### src/rtl/chunked_add_sequencer_pkg.sv
// Shared types and helpers for the chunked add/subtract sequencer.
package add_seq_pkg;

  // Sequencer control states.
  typedef enum logic [1:0] {
    S_IDLE = 2'd0,
    S_ADD  = 2'd1,
    S_DONE = 2'd2
  } seq_state_e;

  localparam int CHUNK_DEF   = 4;
  localparam int NCHUNKS_DEF = 4;

  // Width of the chunk index counter; never narrower than one bit.
  function automatic int idx_width(input int nchunks);
    if (nchunks <= 2) begin
      return 1;
    end else begin
      return $clog2(nchunks);
    end
  endfunction

  // Operand B as presented to the adder: inverted for subtraction.
  function automatic logic [CHUNK_DEF*NCHUNKS_DEF-1:0] cond_invert(
      input logic [CHUNK_DEF*NCHUNKS_DEF-1:0] val,
      input logic                             inv);
    return val ^ {(CHUNK_DEF*NCHUNKS_DEF){inv}};
  endfunction

endpackage

### src/rtl/chunked_add_sequencer_if.sv
// Operand/result handshake bundle for the chunked add/subtract sequencer.
interface chunked_add_sequencer_if #(
  parameter int OP_WIDTH = 16
);
  logic                in_valid;
  logic                in_ready;
  logic [OP_WIDTH-1:0] a;
  logic [OP_WIDTH-1:0] b;
  logic                cin;
  logic                sub;
  logic                out_valid;
  logic                out_ready;
  logic [OP_WIDTH-1:0] sum;
  logic                cout;
  logic                ovf;

  // Producer/consumer side (drives operands, accepts results).
  modport master (
    output in_valid, a, b, cin, sub, out_ready,
    input  in_ready, out_valid, sum, cout, ovf
  );

  // Sequencer side.
  modport slave (
    input  in_valid, a, b, cin, sub, out_ready,
    output in_ready, out_valid, sum, cout, ovf
  );
endinterface

### src/rtl/chunked_add_sequencer_rca_chunk.sv
// CHUNK-bit ripple-carry adder built from full-adder cells. Exposes the carry
// into the MSB cell so the caller can derive signed overflow.
module full_adder (
  input  logic a_i,
  input  logic b_i,
  input  logic c_i,
  output logic s_o,
  output logic c_o
);
  assign s_o = a_i ^ b_i ^ c_i;
  assign c_o = (a_i & b_i) | (a_i & c_i) | (b_i & c_i);
endmodule

module rca_chunk #(
  parameter int CHUNK = 4
) (
  input  logic [CHUNK-1:0] a_i,
  input  logic [CHUNK-1:0] b_i,
  input  logic             cin_i,
  output logic [CHUNK-1:0] sum_o,
  output logic             cout_o,
  output logic             msb_cin_o
);
  logic [CHUNK:0] carry_s;

  assign carry_s[0] = cin_i;

  for (genvar i = 0; i < CHUNK; i++) begin : g_cell
    full_adder u_fa (
      .a_i (a_i[i]),
      .b_i (b_i[i]),
      .c_i (carry_s[i]),
      .s_o (sum_o[i]),
      .c_o (carry_s[i+1])
    );
  end

  assign cout_o    = carry_s[CHUNK];
  assign msb_cin_o = carry_s[CHUNK-1];
endmodule

### src/rtl/chunked_add_sequencer.sv
// Multi-cycle wide adder/subtractor: one CHUNK-bit adder is reused NCHUNKS
// times, LSB chunk first, with the carry held in a register between cycles.
module chunked_add_sequencer
  import add_seq_pkg::*;
#(
  parameter int CHUNK   = CHUNK_DEF,
  parameter int NCHUNKS = NCHUNKS_DEF
) (
  input logic                    clk,
  input logic                    rst,
  chunked_add_sequencer_if.slave bus
);
  localparam int                OP_WIDTH = CHUNK * NCHUNKS;
  localparam int                IDX_W    = idx_width(NCHUNKS);
  localparam logic [IDX_W-1:0]  LAST_IDX = IDX_W'(NCHUNKS - 1);

  seq_state_e          state_q, state_d;
  logic [OP_WIDTH-1:0] a_q, a_d;
  logic [OP_WIDTH-1:0] b_q, b_d;
  logic                carry_q, carry_d;
  logic [IDX_W-1:0]    idx_q, idx_d;
  logic [OP_WIDTH-1:0] sum_q, sum_d;
  logic                cout_q, cout_d;
  logic                ovf_q, ovf_d;
  logic                in_ready_q, in_ready_d;
  logic                out_valid_q, out_valid_d;

  logic [CHUNK-1:0]    a_chunk_s;
  logic [CHUNK-1:0]    b_chunk_s;
  logic [CHUNK-1:0]    chunk_sum_s;
  logic                chunk_cout_s;
  logic                chunk_msb_cin_s;

  // Select the chunk currently being summed from the latched operands.
  assign a_chunk_s = a_q[int'(idx_q)*CHUNK +: CHUNK];
  assign b_chunk_s = b_q[int'(idx_q)*CHUNK +: CHUNK];

  rca_chunk #(.CHUNK(CHUNK)) u_rca (
    .a_i       (a_chunk_s),
    .b_i       (b_chunk_s),
    .cin_i     (carry_q),
    .sum_o     (chunk_sum_s),
    .cout_o    (chunk_cout_s),
    .msb_cin_o (chunk_msb_cin_s)
  );

  // Next-state and datapath updates for the IDLE -> ADD -> DONE sequence.
  always_comb begin
    state_d     = state_q;
    a_d         = a_q;
    b_d         = b_q;
    carry_d     = carry_q;
    idx_d       = idx_q;
    sum_d       = sum_q;
    cout_d      = cout_q;
    ovf_d       = ovf_q;
    in_ready_d  = in_ready_q;
    out_valid_d = out_valid_q;

    case (state_q)
      S_IDLE: begin
        if (bus.in_valid && in_ready_q) begin
          // Subtraction is a + ~b + 1, so invert B and force the carry-in.
          a_d        = bus.a;
          b_d        = bus.b ^ {OP_WIDTH{bus.sub}};
          carry_d    = bus.sub ? 1'b1 : bus.cin;
          idx_d      = '0;
          in_ready_d = 1'b0;
          state_d    = S_ADD;
        end else begin
          in_ready_d = 1'b1;
        end
      end
      S_ADD: begin
        sum_d[int'(idx_q)*CHUNK +: CHUNK] = chunk_sum_s;
        carry_d = chunk_cout_s;
        idx_d   = idx_q + IDX_W'(1);
        if (idx_q == LAST_IDX) begin
          cout_d      = chunk_cout_s;
          ovf_d       = chunk_cout_s ^ chunk_msb_cin_s;
          out_valid_d = 1'b1;
          state_d     = S_DONE;
        end else begin
          out_valid_d = 1'b0;
        end
      end
      S_DONE: begin
        if (bus.out_ready) begin
          out_valid_d = 1'b0;
          in_ready_d  = 1'b1;
          state_d     = S_IDLE;
        end else begin
          out_valid_d = 1'b1;
        end
      end
      default: begin
        out_valid_d = 1'b0;
        in_ready_d  = 1'b1;
        state_d     = S_IDLE;
      end
    endcase
  end

  // State, operand, carry and result registers.
  always_ff @(posedge clk or posedge rst) begin
    if (rst) begin
      state_q     <= S_IDLE;
      a_q         <= '0;
      b_q         <= '0;
      carry_q     <= 1'b0;
      idx_q       <= '0;
      sum_q       <= '0;
      cout_q      <= 1'b0;
      ovf_q       <= 1'b0;
      in_ready_q  <= 1'b1;
      out_valid_q <= 1'b0;
    end else begin
      state_q     <= state_d;
      a_q         <= a_d;
      b_q         <= b_d;
      carry_q     <= carry_d;
      idx_q       <= idx_d;
      sum_q       <= sum_d;
      cout_q      <= cout_d;
      ovf_q       <= ovf_d;
      in_ready_q  <= in_ready_d;
      out_valid_q <= out_valid_d;
    end
  end

  assign bus.in_ready  = in_ready_q;
  assign bus.out_valid = out_valid_q;
  assign bus.sum       = sum_q;
  assign bus.cout      = cout_q;
  assign bus.ovf       = ovf_q;

endmodule

### src/flat_wrapper.sv
// flat-port wrapper written by rule: the top's interface ports become plain ports
module chunked_add_sequencer_flat import add_seq_pkg::*;
#(
  parameter int CHUNK   = CHUNK_DEF,
  parameter int NCHUNKS = NCHUNKS_DEF
)
  (clk, rst, bus_in_valid, bus_a, bus_b, bus_cin, bus_sub, bus_out_ready, bus_in_ready, bus_out_valid, bus_sum, bus_cout, bus_ovf);
  chunked_add_sequencer_if #(.OP_WIDTH(16)) bus_i ();
  input logic clk;
  input logic rst;
  input wire logic [$bits(bus_i.in_valid)-1:0] bus_in_valid;
  input wire logic [$bits(bus_i.a)-1:0] bus_a;
  input wire logic [$bits(bus_i.b)-1:0] bus_b;
  input wire logic [$bits(bus_i.cin)-1:0] bus_cin;
  input wire logic [$bits(bus_i.sub)-1:0] bus_sub;
  input wire logic [$bits(bus_i.out_ready)-1:0] bus_out_ready;
  output wire logic [$bits(bus_i.in_ready)-1:0] bus_in_ready;
  output wire logic [$bits(bus_i.out_valid)-1:0] bus_out_valid;
  output wire logic [$bits(bus_i.sum)-1:0] bus_sum;
  output wire logic [$bits(bus_i.cout)-1:0] bus_cout;
  output wire logic [$bits(bus_i.ovf)-1:0] bus_ovf;
  assign bus_i.in_valid = bus_in_valid;
  assign bus_i.a = bus_a;
  assign bus_i.b = bus_b;
  assign bus_i.cin = bus_cin;
  assign bus_i.sub = bus_sub;
  assign bus_i.out_ready = bus_out_ready;
  assign bus_in_ready = bus_i.in_ready;
  assign bus_out_valid = bus_i.out_valid;
  assign bus_sum = bus_i.sum;
  assign bus_cout = bus_i.cout;
  assign bus_ovf = bus_i.ovf;
  chunked_add_sequencer #(.CHUNK(CHUNK), .NCHUNKS(NCHUNKS)) u_core (.clk(clk), .rst(rst), .bus(bus_i));
endmodule
### config.mk
export PLATFORM = sky130hd
export DESIGN_NAME = chunked_add_sequencer_flat
export DESIGN_NICKNAME = d
export VERILOG_FILES = /design/src/rtl/chunked_add_sequencer_pkg.sv /design/src/rtl/chunked_add_sequencer_if.sv /design/src/rtl/chunked_add_sequencer_rca_chunk.sv /design/src/rtl/chunked_add_sequencer.sv /design/src/flat_wrapper.sv
export SDC_FILE = /design/constraint.sdc
export NUM_CORES = 1
export LEC_CHECK = 0
export ABC_AREA = 1
export BUFFER_PORTS_ARGS = -buffer_cell sky130_fd_sc_hd__buf_2
export CORE_ASPECT_RATIO = 0.7
export CORE_MARGIN = 8
export CORE_UTILIZATION = 50
export DETAILED_ROUTE_END_ITERATION = 6
export PLACE_DENSITY = 0.79
export REMOVE_ABC_BUFFERS = 1
export SLEW_MARGIN = 20
export SYNTH_ARGS = -nofsm -noshare
export SYNTH_HDL_FRONTEND = slang
export SYNTH_SLANG_ARGS = --single-unit
### constraint.sdc
create_clock -name clk -period 6.4 [get_ports clk]
set_input_delay 1.92 -clock clk [delete_from_list [all_inputs] [get_ports clk]]
set_output_delay 1.92 -clock clk [all_outputs]
set_load 0.03 [all_outputs]
* Word-level counts from Yosys, hierarchy flattened
Index checks and enable logic that the tools add are counted.
** Word-level totals
- Register bits :: 57
- Input bits :: 38
- Output and inout port bits :: 20
- Logic and storage cells :: 77
** Cells by class
- Add/sub/neg operators :: 2
- Eq/ne operators :: 6
- Shifts and indexed selects :: 4
- Mux-type cells :: 16
- Bitwise logic cells :: 31
- Reduce and logical (&&, ||, !) cells :: 8
** Operators with widths (count)
- $neg A4 Y33 :: 1
- $shift A4 B33 Y16 const A :: 1
- $shiftx A4 B33 Y16 :: 1
- $shiftx A16 B5 Y4 :: 2
- $bwmux W16 :: 1
- $xor A16 B16 Y16 :: 1
- $and A1 B1 Y1 :: 12
- $xor A1 B1 Y1 :: 9
- $mux W2 :: 4
- $or A1 B1 Y1 :: 8
- $reduce_and A2 Y1 :: 4
- $mux W1 :: 6
- $pmux W1 S3 :: 2
- $pmux W2 S3 :: 1
- $eq A2 B2 Y1 const B :: 2
- $ne A2 B1 Y1 const B :: 2
- $pmux W2 S2 :: 1
- $reduce_and A3 Y1 :: 1
- $add A2 B1 Y2 const B :: 1
- $eq A2 B1 Y1 const B :: 1
- $logic_not A2 Y1 :: 1
- $ne A2 B2 Y1 const B :: 1
- $pmux W1 S2 :: 1
- $reduce_bool A2 Y1 :: 1
- 2 further kinds :: 2

* Longest topological paths before layout
- Word-level depth :: 14
- Gate-level depth with buffers :: 15
- Gate-level depth less buffers :: 14

* Modules after synthesis
From an unflattened synthesis, not the netlist that was laid out.
** Unflattened totals
- Cell total of the unflattened synthesis :: 349
- Area total of the unflattened synthesis :: 2967.8 um^2
** By module, submodules not included
- chunked_add_sequencer :: instances 1, cells each 345, area an instance 2887.8 um^2, seq. area each 1427.6 um^2
- full_adder :: instances 4, cells each 1, area an instance 20.0 um^2, seq. area each 0.0 um^2

* Worst setup path after synthesis
OpenSTA, ideal clock, no wires.
- Kind :: flip-flop to flip-flop
- Start point :: register u_core.idx_q[0]
- End point :: register u_core.sum_q[7], in the netlist u_core.bus.sum[7]
- Library setup time :: 0.127 ns
- Data arrival time :: 2.594 ns
- Required time :: 6.273 ns
- Slack :: 3.679 ns
- Stages on the path, launching flop included :: 16
- Buffers on the path :: 1
- Period minus slack after synthesis :: 2.721 ns
- Cells stage by stage :: dfrtp_1 > inv_2 > buf_6 > nand2_1 > o211ai_1 > nand2_1 > fa_1 > inv_1 > fa_1 > fa_1 > inv_1 > fa_1 > inv_1 > nor2_1 > nand2_1 > o21ai_0
** Between the ends
- Word-level cells in the longest chain between the ends :: 13
- Elaborated cells on any way between the ends :: 29
- Classes of those cells :: add/sub: 1; shift: 4; mux: 1; bitwise: 23
** Ends and longest elaborated chain
- start: declaration :: line chunked_add_sequencer.sv:21 : logic [IDX_W-1:0] idx_q, idx_d;
- start signal: assignment :: line chunked_add_sequencer.sv:122 : idx_q <= idx_d;
- $shiftx A16 B5 Y4 (on tied branches) :: line chunked_add_sequencer.sv:35, chunked_add_sequencer.sv:36
- $and A1 B1 Y1 :: line chunked_add_sequencer_rca_chunk.sv:11 : assign c_o = (a_i & b_i) | (a_i & c_i) | (b_i & c_i);
- $or A1 B1 Y1 (2 in series) :: line chunked_add_sequencer_rca_chunk.sv:11
- $and A1 B1 Y1 :: line chunked_add_sequencer_rca_chunk.sv:11
- $or A1 B1 Y1 (2 in series) :: line chunked_add_sequencer_rca_chunk.sv:11
- $and A1 B1 Y1 :: line chunked_add_sequencer_rca_chunk.sv:11
- $or A1 B1 Y1 (2 in series) :: line chunked_add_sequencer_rca_chunk.sv:11
- $xor A1 B1 Y1 :: line chunked_add_sequencer_rca_chunk.sv:10 : assign s_o = a_i ^ b_i ^ c_i;
- $shiftx A4 B33 Y16 :: line chunked_add_sequencer.sv:75 : sum_d[int'(idx_q)*CHUNK +: CHUNK] = chunk_sum_s;
- $bwmux W16 (*) :: line chunked_add_sequencer.sv:75
- end signal: assignment :: line chunked_add_sequencer.sv:123 : sum_q <= sum_d;
- end: declaration :: line chunked_add_sequencer.sv:22 : logic [OP_WIDTH-1:0] sum_q, sum_d;
Every way passes the cells marked *; elsewhere a longest branch is shown, timed or not.
A chain may end at the register's enable or synchronous reset.

* Worst setup path after layout
- Start point :: register u_core.idx_q[0]
- End point :: register u_core.sum_q[15], in the netlist u_core.bus.sum[15]
Same word-level chain as after synthesis.

==> metrics.md <==
| Metric | Value |
|---|---|
| Outcome | `finished clean` |
| Final setup viols | `0` |
| CTS max path bufs | `2` |
| Total overflow reported by the global router | `0` |
| Max H-tree Level | `3` |
| Pleak | `approximately 1.8 nW` |
| Syn Area/Cell | `8.428 µm²` |
| Antenna Nets Post-Route | `0` |
| Wl on met1 | `3016 µm` |
| CTS resizes | `0` |
| Setup_tns | `0 ps` |
| Max layer used | `met4` |
| Syn. warnings | `0` |
| GRT Util Overall | `15.58%` |
| Die Y | `80.08 µm` |
| Distinct cell type count after synthesis | `21` |
| Area Overhead vs Synth | `17.41%` |
| DR DRC count | `0` |
| N_diodes | `0` |
| Hold Crit Class | `flip-flop to flip-flop` |
| Clk pin slew, worst setup/hold paths | `60 ps` |
| Via Count | `2336` |
| Synth area leader | `dfrtp_1` |
| Sinks on Clock Net | `57` |
| MaxCap Viol Count | `0` |
| Synth top area share | `a little under half` |
| Via density | `4.836` |
| CTS Buf Count | `9` |
| WL/cell | `12.89 µm` |
| Synthesized area | `2933 µm²` |
| Initial Util | `51.47%` |
| DR iter-0 viols | `126` |
| Root buffer cell | `clkbuf_8` |
| Post-synth top cells | `nand2_1, dfrtp_1, o21ai_0, inv_1, nand3_1` |
| Share of cells above drive strength 1 | `19.61%` |
| Min Tclk post-route | `3358 ps` |
| Crit path capture type | `flip-flop` |
| Initial antenna violation count | `0` |
| Detailed Route WL | `6225 µm` |
| Pwr dens | `542.9 nW/µm²` |
| Mapped Cells | `348` |
| Setup bufs post-CTS | `0` |
| Top-Level Pins | `58` |
| Port Buf Inserts | `57` |
| Sequential share of the synthesized area | `approximately 50%` |
| RSZ-0062 raised after global routing | `false` |
| Tcrit/Tclk final | `52.47%` |
| FILL cells | `529` |
| Maximum vdd drop | `around 210 µV` |
| Final slew viol count | `0` |
| Final layout net count | `454` |
| Die ar. | `8611 µm²` |
| Slew @ Worst Pin | `715.3 ps` |
| First-pass GRT wire length | `roughly 11000 µm` |
| Yosys reg bits | `57` |
| Vias in the first global route | `2296` |
| Die Wd | `roughly 110 µm` |
| Largest net degree at the start of global routing | `slightly below 60` |
| DR WL met3 | `418 µm` |
| Dpl hpwl | `4603 µm` |
| EDFF count, synth | `0` |
| Cell count after placement | `467` |
| Req. time, crit path | `around 6600 ps` |
| FP Rows | `23` |
| Wire length on met2 | `2721 µm` |
| Count leader, synth | `nand2_1` |
| Startpoint Class | `flip-flop` |
| Clock latency on the worst-skew pair | `around 340 ps` |
| Non-filler cells, final | `483` |
| Clk_skew | `7.470 ps` |
| GPL Wtd Cong | `0.8521` |
| Worst Path Arrival | `3570 ps` |
| Area contributors post-synth | `dfrtp_1, nand2_1, o21ai_0` |
| Fin. Hold Viols | `0` |
| Fmax achieved | `297.8 MHz` |
| Primary FF master, synth | `dfrtp_1` |
| CTS tree | `built` |
| Worst-path fanout max | `29` |
| Core Region | `about 5700 µm²` |
| DRT Pass-1 Iters | `4` |
| Setup Crit Path Kind | `flip-flop to flip-flop` |
| Synth async-reset ratio | `100.0%` |
| Relative slew margins | `52.31%` |
| Hold_buf cts | `0` |
flip-flops by register name (all words and copies together), names as in the netlist:
name,count
u_core.a_q,16
u_core.b_q,16
u_core.bus.cout,1
u_core.bus.in_ready,1
u_core.bus.out_valid,1
u_core.bus.ovf,1
u_core.bus.sum,16
u_core.carry_q,1
u_core.idx_q,2
u_core.state_q,2
cell usage in the layout (no fill, tap or decap):
cell | synthesis | final
buf_2 | 3 | 57
buf_4 | 2 | 2
bufinv_16 | 0 | 3
clkbuf_1 | 2 | 1
clkbuf_8 | 0 | 10
clkinv_1 | 1 | 1
clkinv_2 | 0 | 1
clkinvlp_4 | 0 | 1
dfrtp_1 | 56 | 56
dfstp_2 | 1 | 1
fa_1 | 4 | 4
ha_1 | 9 | 9
inv_1 | 25 | 24
inv_2 | 2 | 3
nand2_1 | 148 | 148
nand3_1 | 17 | 17
nand3_2 | 1 | 1
nand4_1 | 5 | 5
nor2_1 | 6 | 6
nor3_2 | 1 | 1
o211ai_1 | 8 | 8
o21ai_0 | 32 | 32
o21ai_1 | 1 | 1
xnor2_1 | 16 | 16
layout make-up:
type / count / area [µm²] / share of cell area, %
clock inverter: 5 / 102.6 / 2.980
inverter: 28 / 105.1 / 3.052
multi-input combinational: 248 / 1272 / 36.95
tap: 75 / 93.84 / 2.725
timing repair buffer: 59 / 300.3 / 8.721
clock buffer: 11 / 141.4 / 4.106
sequential: 57 / 1428 / 41.46
worst paths after layout:
check	cells past startpoint	endpoint	slack, ps	from
setup reg to reg	14	u_core.bus.sum[15]$_DFFE_PP0P_	3040	u_core.idx_q[0]$_DFFE_PP0P_
setup / recovery	14	u_core.bus.sum[15]$_DFFE_PP0P_	3040	u_core.idx_q[0]$_DFFE_PP0P_
hold / removal	2	u_core.bus.sum[13]$_DFFE_PP0P_	480	u_core.bus.sum[13]$_DFFE_PP0P_
min in group asynchronous	3	u_core.bus.sum[15]$_DFFE_PP0P_	1770	rst
hold reg to reg	2	u_core.bus.sum[13]$_DFFE_PP0P_	480	u_core.bus.sum[13]$_DFFE_PP0P_
max in group asynchronous	3	u_core.b_q[2]$_DFFE_PP0P_	4150	rst
kinds of logic (layout without fill, tap and decap cells):
logic type      after synthesis  after routing  share of synthesized area [%]
flops                        57             57                          48.68
simple gates                178            178                          24.36
buf+inv                      43            103                          7.935
xor+xnor                     16             16                          4.778
fa+ha+maj                    13             13                          6.570
compound gates               41             41                          7.679
power by group:
group / switching (mW) / leakage (nW) / internal [mW]
combinational: 0.554 / 0.995 / 0.279
sequential: 0.107 / 0.732 / 0.519
clock: 0.141 / 0.120 / 0.269
total: 0.802 / 1.85 / 1.07
routing by layer:
layer | up-vias | GRT usage [%]
met3 | 6 | 6.475
met1 | 1062 | 20.42
met2 | 59 | 22.86
li1 | 1209 | -
met5 | - | 0
met4 | 0 | 4.966
stage by stage:
stage	power [mW]	hold WS (ps)	cell area, µm²	utilization (%)	worst slack [ps]
after floorplan	1.221	448.7	2805	-	2949
final	1.869	480.7	3443	60.43	3042
after global placement	1.427	458.3	3199	56.15	3209
after global routing	2.046	510.3	3443	60.43	2698
after CTS	1.881	483.7	3443	60.43	3058
after detailed placement	1.464	461.3	3199	56.15	3076
worst max-delay path: stages, from the launching register on:
cell      delay, ps
dfrtp_1         700
inv_2           340
nand2_1         150
o211ai_1         90
nand2_1         110
fa_1            160
inv_1            50
fa_1            380
fa_1            400
inv_1           100
fa_1            440
inv_1            70
nor2_1           50
nand2_1          80
o21ai_0         100
(Power assumes the default switching activity.)
